### src/rtl/b13_rx_pkg.sv
// b13 serial receiver: shared state encoding and line constants.
// Optional overrun reporting is enabled by defining RX_OVERRUN_EN.
package b13_rx_pkg;

  typedef enum logic [1:0] {
    R_IDLE,
    R_DATA,
    R_STOP
  } rx_state_e;

  localparam int   SLOT_PERIOD_DEFAULT = 106;
  localparam int   DATA_BITS           = 8;
  localparam logic START_LEVEL         = 1'b0;
  localparam logic STOP_LEVEL          = 1'b1;

endpackage

### src/rtl/b13_slot_timer.sv
// b13 slot timer: free-running slot counter, ticks every PERIOD clocks
// while run is high; clear forces it back to zero.
module b13_slot_timer
  import b13_rx_pkg::*;
#(
  parameter int PERIOD = SLOT_PERIOD_DEFAULT
) (
  input  logic clock,
  input  logic reset,
  input  logic clear,
  input  logic run,
  output logic tick
);

  localparam int W = (PERIOD > 1) ? $clog2(PERIOD) : 1;
  localparam logic [W-1:0] LAST = W'(PERIOD - 1);

  logic [W-1:0] cnt;

  assign tick = run && (cnt == LAST);

  always_ff @(posedge clock or posedge reset) begin
    if (reset) begin
      cnt <= '0;
    end else if (clear) begin
      cnt <= '0;
    end else if (run) begin
      cnt <= tick ? '0 : cnt + 1'b1;
    end
  end

endmodule

### src/rtl/b13_serial_rx.sv
// b13 serial receiver: start/8 data MSB-first/stop frames into a
// valid/ack holding register. Define RX_OVERRUN_EN for the overrun port.
module b13_serial_rx
  import b13_rx_pkg::*;
#(
  parameter int SLOT_PERIOD = SLOT_PERIOD_DEFAULT
) (
  input  logic       clock,
  input  logic       reset,
  input  logic       serial_in,
  output logic       dsr,
  output logic [7:0] dato,
  output logic       dato_valid,
  input  logic       dato_ack,
  output logic       frame_error
`ifdef RX_OVERRUN_EN
  ,
  output logic       overrun
`endif
);

  localparam logic [2:0] LAST_BIT = 3'(DATA_BITS - 1);

  rx_state_e state, state_n;
  logic [DATA_BITS-1:0] shift, shift_n;
  logic [2:0] idx, idx_n;
  logic [7:0] dato_n;
  logic valid_n, ferr_n;
  logic tick;
`ifdef RX_OVERRUN_EN
  logic ovr_n;
`endif

  b13_slot_timer #(
    .PERIOD(SLOT_PERIOD)
  ) u_timer (
    .clock(clock),
    .reset(reset),
    .clear(state == R_IDLE),
    .run  (state != R_IDLE),
    .tick (tick)
  );

  assign dsr = !dato_valid;

  always_ff @(posedge clock or posedge reset) begin
    if (reset) begin
      state       <= R_IDLE;
      shift       <= '0;
      idx         <= '0;
      dato        <= '0;
      dato_valid  <= 1'b0;
      frame_error <= 1'b0;
    end else begin
      state       <= state_n;
      shift       <= shift_n;
      idx         <= idx_n;
      dato        <= dato_n;
      dato_valid  <= valid_n;
      frame_error <= ferr_n;
    end
  end

`ifdef RX_OVERRUN_EN
  always_ff @(posedge clock or posedge reset) begin
    if (reset) overrun <= 1'b0;
    else       overrun <= ovr_n;
  end
`endif

  always_comb begin
    state_n = state;
    shift_n = shift;
    idx_n   = idx;
    dato_n  = dato;
    valid_n = dato_valid;
    ferr_n  = 1'b0;
`ifdef RX_OVERRUN_EN
    ovr_n   = 1'b0;
`endif
    if (dato_valid && dato_ack) valid_n = 1'b0;
    unique case (state)
      R_IDLE: begin
        if (serial_in == START_LEVEL) begin
          idx_n   = '0;
          state_n = R_DATA;
        end
      end
      R_DATA: begin
        if (tick) begin
          shift_n = {shift[DATA_BITS-2:0], serial_in};
          idx_n   = idx + 1'b1;
          if (idx == LAST_BIT) state_n = R_STOP;
        end
      end
      R_STOP: begin
        if (tick) begin
          state_n = R_IDLE;
          if (serial_in == STOP_LEVEL) begin
            // a completing frame wins over a same-edge ack
            if (!dato_valid || dato_ack) begin
              dato_n  = shift;
              valid_n = 1'b1;
            end else begin
`ifdef RX_OVERRUN_EN
              ovr_n  = 1'b1;
`else
              dato_n = shift;
`endif
            end
          end else begin
            ferr_n = 1'b1;
          end
        end
      end
      default: state_n = R_IDLE;
    endcase
  end

endmodule
### config.mk
export PLATFORM = sky130hd
export DESIGN_NAME = b13_serial_rx
export DESIGN_NICKNAME = d
export VERILOG_FILES = /design/src/rtl/b13_rx_pkg.sv /design/src/rtl/b13_slot_timer.sv /design/src/rtl/b13_serial_rx.sv
export SDC_FILE = /design/constraint.sdc
export NUM_CORES = 1
export LEC_CHECK = 0
export ABC_AREA = 1
export CAP_MARGIN = 20
export CORE_UTILIZATION = 45
export DETAILED_ROUTE_END_ITERATION = 12
export PLACE_DENSITY = 0.77
export SLEW_MARGIN = 0
export SYNTH_ARGS = -nofsm -noshare
export SYNTH_HDL_FRONTEND = slang
export SYNTH_SLANG_ARGS = --single-unit
### constraint.sdc
create_clock -name clock -period 2.4 [get_ports clock]
set_input_delay 0.36 -clock clock [delete_from_list [all_inputs] [get_ports clock]]
set_output_delay 0.36 -clock clock [all_outputs]
set_load 0.005 [all_outputs]
Word-level counts from Yosys, hierarchy flattened
Index checks and enable logic that the tools add are counted.
W data, S select, Z words.
Storage, ports and cells
  word-level logic and storage cells: 48
  bits in read-only memories: 0
  memories kept: 0
  register bits after elaboration: 30
  output and inout port bits: 11
  input port bits: 4
  RAM bits: 0
  latch bits: 0
Operators by class
  eq/ne operators: 8
  multiplexer cells: 19
  div/mod/pow operators: 0
  order comparisons: 0
  multipliers: 0
  bitwise operators: 0
  add/subtract/negate cells: 2
  reductions and logical operators: 12
  shift operators: 0
Operators with widths (number)
  $mux W7: 3
  $mux W1: 8
  $mux W2: 4
  $add A7 B1 Y7 const B: 1
  $eq A7 B7 Y1 const B: 1
  $mux W3: 2
  $pmux W2 S3: 1
  $pmux W3 S2: 1
  $reduce_and A3 Y1: 2
  $reduce_bool A2 Y1: 3
  $ne A2 B1 Y1 const B: 2
  $ne A2 B2 Y1 const B: 2
  $reduce_and A4 Y1: 1
  $add A3 B1 Y3 const B: 1
  $eq A3 B3 Y1 const B: 1
  $eq A2 B1 Y1 const B: 1
  $eq A2 B2 Y1 const B: 1
  $logic_and A1 B1 Y1: 2
  $logic_not A2 Y1: 1
  $reduce_and A2 Y1: 1
  $logic_not A1 Y1: 1
  $logic_or A1 B1 Y1: 1

Logic depth before layout (Yosys ltp)
Gate-level depths: netlist of run 1.
  word-level depth: 6
  gate-level depth with buffers: 10
  mapped depth without buffers: 10

Cells and area by module
From an unflattened synthesis of run 1, not the netlist that was laid out.
Unflattened totals
  cell total of the unflattened synthesis: 168
  area, all modules: 1505.2 um2
By module, submodules not included
  b13_serial_rx: cells an instance 102, sequential area each 575.6 um2, times used 1, area each 1032.2 um2
  b13_slot_timer: cells an instance 66, sequential area each 175.2 um2, times used 1, area each 473.0 um2

Least setup slack after synthesis of run 1
Ideal clock, no wire load.
  kind: register to register
  start point: register u_timer.cnt[1]
  end point: register dato[4]
  clock period less this slack: 1.332 ns
  library setup time: 0.117 ns
  cell stages (with the launch flop): 11
  buffers on the path: 1
  data required time: 2.283 ns
  setup slack: 1.068 ns
  data arrival time: 1.215 ns
  path through: dfrtp_1 -> inv_1 -> ha_1 -> nand2_1 -> nor2_2 -> nand2_4 -> inv_2 -> nand3_4 -> buf_6 -> nand2_2 -> o21ai_2
On the way
  cells in the longest elaborated chain, start to end: 3
RTL lines
  start: declaration: line b13_slot_timer.sv:18  | logic [W-1:0] cnt;
  start signal: assignment: line b13_slot_timer.sv:28  | cnt <= tick ? '0 : cnt + 1'b1;
  $eq A7 B7 Y1: line b13_slot_timer.sv:20  | assign tick = run && (cnt == LAST);
  $logic_and A1 B1 Y1: line b13_slot_timer.sv:20
  $reduce_and A3 Y1 (no source line)
  end signal: assignment: line b13_serial_rx.sv:58  | dato <= dato_n;
  end: declaration: line b13_serial_rx.sv:12  | output logic [7:0] dato,
No other way between the ends.
A chain may end at the register's enable or synchronous reset.

Final worst setup path of run 1
  start point: register dato_valid
  end point: output port dsr
On the way
  cells in the longest elaborated chain, start to end: 1
RTL lines
  start: declaration: line b13_serial_rx.sv:13  | output logic dato_valid,
  start signal: assignment: line b13_serial_rx.sv:59  | dato_valid <= valid_n;
  $logic_not A1 Y1: line b13_serial_rx.sv:44  | assign dsr = !dato_valid;
  end: declaration: line b13_serial_rx.sv:11  | output logic dsr,
No other way between the ends.

==> impl_results.md, run 1 <==
* Antenna diodes at 0
* Buffers added on ports at 14
* CP Data Required Time at slightly above 2 ns
* Clk buf depth at 2
* R2R Setup Slk at slightly below 0.9 ns
* Syn Inst Count at between 100 and 150
* Synth Warn # at 0
* Initial Util at 0.4831
* Number of flops mapped to enable cells by yosys at 0
* Gr ovfl total at 0
* Clock sink count at 30
* VDD IR max at 0.4245 mV
* Num rows at 19
* Routed Antenna Nets at 0
* Setup_tns at 0 ns
* H-Tree Depth at 2
* FF+latch count, synth at 30
* Syn Area/Cell at slightly above 9 um^2
* Post-CTS setup buffer count at 0
* Drt via density at between 4 and 5
* Die Wd at 56.88 um
* Die ar. at ~0.0032 mm^2
* Power per standard cell area at around 700 mW/mm^2
* Initial DRT Pass Iterations at 7
* Minimum clock period at ~1.6 ns
* Gr usage total at 0.1783
* Unique masters post-synth at 24
* Vias in the first global route at 1004
* Yosys top cell area share at 0.5540
* Share of post-route cells with drive strength above 1 at 0.1437
* Clock latency on the worst-skew pair at 0.32 ns
* Hold_buf cts at 0
* Crit Path Class: register to output pin
* Synth area leader: dfrtp_1
* Mapped Nets at around 150
* Relative slew margins at 0.7519
* Max FO, Critical Path at 2
* Final worst-path cycle share at 0.6810
* Worst Setup End Kind: output pin
* Initial antenna violation count at 0
* Critical Path AT at 1.27 ns
* Outcome: finished with violations
* Final Non-Filler Cells at 198
* Count leader, synth: nand2_1
* Sequential fraction of the synthesis area at 0.5540
* Top cells by count, synth: nand2_1 (42), dfrtp_1 (30), inv_1 (21)
* Dpl cells at between 150 and 200
* Worst Clk Skew at 0.01048 ns
* WL per Instance at 11.88 um
* Main synth FF type: dfrtp_1
* First-pass GRT wire length at ~4200 um
* Routability cong. at 0.8199
* # DRC at 2
* Leak Pwr at ~0.79 nW
* Hold Path Class: input pin to async pin
* CTS tree: built
* Core area at around 0.0028 mm^2
* Io pins at 15
* Synth top area cells: dfrtp_1 (55%), nand2_1 (12%), inv_1 (5.8%), o21ai_2 (4.5%), ha_1 (3.7%)
* Post-DP HPWL at ~1800 um
* Final Hold Viols at 0
* RSZ-0062 raised after global routing: false
* TritonCTS Buffers at 5
* Max-slew violations at 0
* Worst Max-Slew Pin Slew at between 0.3 and 0.4 ns
* Post-Synthesis Cell Area at roughly 0.0014 mm^2
* Synth-to-Final Area Change at 16.53%
* Clock Pin Slew Worst Setup and Hold Paths at around 0.10 ns
* CP startpoint kind: register
* Max frequency at roughly 610 MHz
* Die Ht at about 57 um
* Layout net count at 174
* Root Buffer Master: clkbuf_4
* Post-CTS resize count at 0
* Share of flip-flops with an asynchronous set or reset at 1.000
* Setup violators final at 0
* Via count at around 980
* Largest net degree at the start of global routing at 31
* Violated checks: DRC
* Max Cap Violations at 0
* Total wire length at 2353 um
* Drt first-iter violations at 23
## layer usage
layer | vias up | wire length, um | global-route usage
met1 | 473 | 940 | 0.1803
met2 | 14 | 1291 | 0.3231
met4 | 0 | 46 | 0.07317
li1 | 488 | - | -
met5 | - | 0 | 0
met3 | 7 | 75 | 0.07143
## path summary, 6_finish.rpt
kind / start / to / cells past startpoint
min in group clock: dato[7] / dato[7] / 2
min reg2reg: dato[7] / dato[7] / 2
max reg2reg: u_timer.cnt[1] / shift[7] / 9
min: reset / shift[3] / 3
max in group asynchronous: reset / u_timer.cnt[5] / 3
max: dato_valid / dsr / 2
## sequential cells by signal, summed over array words and instances, names as in the netlist
| signal | count |
|---|---|
| idx | 3 |
| dato | 8 |
| shift | 8 |
| state | 2 |
| u_timer.cnt | 7 |
| frame_error | 1 |
| dato_valid | 1 |
## cell families (layout without fill, tap and decap cells)
| family | Yosys count | count (layout) | synth area share |
|---|---|---|---|
| fa+ha+maj | 4 | 4 | 0.03694 |
| compound gates | 19 | 19 | 0.09141 |
| simple gates | 67 | 67 | 0.2272 |
| flops | 30 | 30 | 0.5540 |
| buf+inv | 24 | 45 | 0.07756 |
| xor+xnor | 2 | 2 | 0.01293 |
## report_power, final
group | switching, W | leakage, nW | total, W | internal (W)
Sequential | 0.0000444 | 0.406 | 0.000591 | 0.000547
Combinational | 0.000126 | 0.345 | 0.000202 | 0.0000759
Clock | 0.000166 | 0.0353 | 0.000308 | 0.000142
## worst max-delay path, cell delays in order (launching register included)
cell             delay (ns)
dfrtp_1                0.38
inv_1                  0.07
clkdlybuf4s50_1        0.50
## cells in the final DEF, fill, tap and decap left out, types with 3 or more instances in the layout
cell type | synthesis | layout
a21oi_1 | 3 | 3
clkbuf_4 | 0 | 5
clkdlybuf4s50_1 | 0 | 14
dfrtp_1 | 30 | 30
ha_1 | 4 | 4
inv_1 | 21 | 21
nand2_1 | 42 | 42
nand3_1 | 3 | 3
nor2_1 | 10 | 10
nor2_2 | 4 | 4
o21ai_0 | 7 | 7
o21ai_2 | 7 | 7
## per-stage QoR
| step | instance area, um^2 | worst slack, ns | util | power [W] | hold WS (ns) |
|---|---|---|---|---|---|
| after global routing | 1579 | 0.6891 | 0.5629 | 0.001162 | 0.4175 |
| after CTS | 1579 | 0.7395 | 0.5629 | 0.001113 | 0.4056 |
| after detailed placement | 1519 | 0.7477 | 0.5415 | 0.0008026 | 0.4684 |
| final | 1579 | 0.7657 | 0.5629 | 0.001101 | 0.3982 |
| after global placement | 1519 | 0.8797 | 0.5415 | 0.0007838 | 0.4593 |
| after floorplan | 1355 | 1.068 | - | 0.0007475 | 0.4325 |
## cell type report
type	count	area, um^2
clock buffers	7	55.05
clock inverters	1	5.005
fillers	260	1226
inverters	22	82.58
multi-input cells	92	499.2
flip-flops and latches	30	750.7
well taps	31	38.79
repair buffers	15	147.6
Power figures use the tool's default switching activity.
==> inputs of run 2 (changes only) <==
- clock period: 2.4 -> 1.7 ns (I/O delays scaled with it)
==> run 2 against run 1 <==
  * The run still ends with DRC left
  * Clock skew shrank 0.0045 ns
  * Clock power is 23% higher
  * Register-to-register slack got worse by 0.65 ns
  * Worst setup slack got worse by 0.60 ns
  * Sequential power up 41%
  * Critical path depth did not move
  * Cell area rose by 0.16%
  * Sequential share of layout area fell by 0.075 points
  * Die area stayed put
  * Via count shrank 0.71%
  * Power grew 35%
==> impl_results.md, run 2 (synthesis gave the netlist of run 1 again) <==
* Outcome: finished with violations
* Violated checks: DRC
* Worst Max-Slew Pin Slew at 0.3608 ns (-0.01133 ns)
* Fin util at 0.5638 (+0.0008920)
* Clk buf depth at 2 (unchanged)
* Termination of the worst setup path: dsr
* CP startpoint kind: register
* Commonest non-fill, non-tap cell in the layout: nand2_1
* Post-DP HPWL at 1665 um (-6.4%)
* Vias in the first global route at 980 (-2.4%)
* Die ar. at 0.003235 mm^2 (unchanged)
* # DRC at 3 (+1)
* Drt via density at 4.899 (-1.2%)
* Synth-to-Final Area Change at 16.71%
* Fin worst setup slack at 0.1635 ns (-0.6022 ns)
* Reg2reg path depth at 9 (unchanged)
* Routed Antenna Nets at 0 (unchanged)
* Die Ht at 56.88 um (unchanged)
* Hold Path Class: input pin to async pin
* Worst Setup End Kind: output pin
* Drt first-iter violations at 25 (+8.7%)
* Max frequency at roughly 650 MHz
* Root Buffer Master: clkbuf_4
* CP Cell Sequence: inv_1 > clkdlybuf4s50_1
* Most frequent cells in the layout: nand2_1 (42), dfrtp_1 (30), inv_1 (21)
* Leak Pwr at 0.7925 nW (+0.82%)
* Gr ovfl total at 0 (unchanged)
* Core area at 0.002805 mm^2 (unchanged)
* Num rows at 19 (unchanged)
* Largest net degree at the start of global routing at 31 (unchanged)
* TritonCTS Buffers at 5 (unchanged)
* VDD IR max at 0.5525 mV (+30%)
* Fill count at 239 (-8.1%)
* Gr usage total at 0.1756 (-0.002703)
* Power per standard cell area at 941.7 mW/mm^2 (+35%)
* Post-CTS setup buffer count at 0 (unchanged)
* CTS tree: built
* Relative slew margins at 0.7595 (+0.007552)
* Hold_buf cts at 0 (unchanged)
* Buffers added on ports at 14 (unchanged)
* Max-slew violations at 0 (unchanged)
* Clock latency on the worst-skew pair at 0.32 ns (about the same)
* H-Tree Depth at 2 (unchanged)
* Worst Clk Skew at 0.006010 ns (-0.004472 ns)
* Post-CTS resize count at 0 (unchanged)
* Clock Pin Slew Worst Setup and Hold Paths at 0.09 ns (about the same)
* Critical Path AT at 1.28 ns (about the same)
* Io pins at 15 (unchanged)
* Worst r2r src: u_timer.cnt[1]
* Worst reg2reg path endpoint: dato[5]
* Initial Util at 0.4831 (unchanged)
* Worst setup path startpoint: dato_valid
* Setup violators final at 0 (unchanged)
* RSZ-0062 raised after global routing: false
* Antenna diodes at 0 (unchanged)
* Die Wd at 56.88 um (unchanged)
* WL per Instance at 11.48 um (-3.4%)
* CP Data Required Time at 1.44 ns (-0.60 ns)
* Placement Cell Area at 0.001534 mm^2 (+0.99%)
* Area of the multi-input gates at 499.2 um^2 (unchanged)
* Initial antenna violation count at 0 (unchanged)
* R2R Setup Slk at 0.22 ns (-0.65 ns)
* Layout net count at 176 (+1.1%)
* Max Cap Violations at 0 (unchanged)
* Max stage delay cell, worst path: clkdlybuf4s50_1
* Max FO, Critical Path at 2 (unchanged)
* Initial DRT Pass Iterations at 8 (+1)
* First-pass GRT wire length at 4133 um (-2.4%)
* Total wire length at 2285 um (-2.9%)
* Crit Path Class: register to output pin
* Clock sink count at 30 (unchanged)
* Final Cell Area at 0.001582 mm^2 (+0.16%)
* Largest regs: dato x8, shift x8, u_timer.cnt x7
* Share of post-route cells with drive strength above 1 at 0.1548 (+0.01105)
* Setup_tns at 0 ns (unchanged)
* Worst slack, placed at 0.1822 ns (-0.5656 ns)
* Crit path largest cell delay at 0.50 ns (about the same)
* Routability cong. at 0.7804 (-4.8%)
* Sequential standard cell area at 750.7 um^2 (unchanged)
* Final worst-path cycle share at 0.9038
* Total power draw at 0.001489 W (+35%)
* Final Hold Viols at 0 (unchanged)
* Minimum clock period at 1.536 ns
* Via count at 975 (-0.71%)
## run 2: cell type report
type,count,area share
clock buffer,5,0.02373
clock inverter,2,0.006329
inverter,22,0.05222
multi-input combinational,92,0.3157
sequential,30,0.4747
tap,31,0.02453
timing repair buffer,17,0.1028
## run 2: per-stage QoR
stage          hold slack, ns  cells
6_report               0.2874    199
3_3_place_gp           0.4585    192
3_5_place_dp           0.4774    192
4_1_cts                0.2858    199
5_1_grt                0.3312    199
2_1_floorplan          0.3275    146
## run 2: how the worst min path moves through the flow
stage | cells past startpoint | to | slack (ns)
floorplan | 1 | frame_error | 0.33
global placement | 2 | idx[1] | 0.46
detailed placement | 2 | idx[1] | 0.48
CTS | 3 | dato[5] | 0.29
global route | 3 | u_timer.cnt[6] | 0.33
finish | 3 | dato[5] | 0.29
## run 2: layer usage
| metal | GRT usage | vias up | share of wire |
|---|---|---|---|
| met4 | 0.08711 | 0 | 0.017 |
| met2 | 0.2806 | 22 | 0.50 |
| met3 | 0.07143 | 6 | 0.053 |
| met1 | 0.2040 | 457 | 0.43 |
| li1 | - | 490 | - |
| met5 | 0 | - | 0 |
## run 2: power by group
group / switching [W] / internal (W) / total, W
combinational: 0.000173 / 0.000104 / 0.000277
clock: 0.000231 / 0.000148 / 0.000379
sequential: 0.0000611 / 0.000772 / 0.000833
## run 2: worst max-delay path: cells and delay by family (launching register included)
family	cells	cell delay (ns)
buf+inv	2	0.57
flops	1	0.38
==> inputs of run 3 (changes only) <==
- CTS_CLUSTER_SIZE: not set -> 28
==> results of run 3 <==
Same layout as run 2: the final DEF is identical, and so are final timing and power.
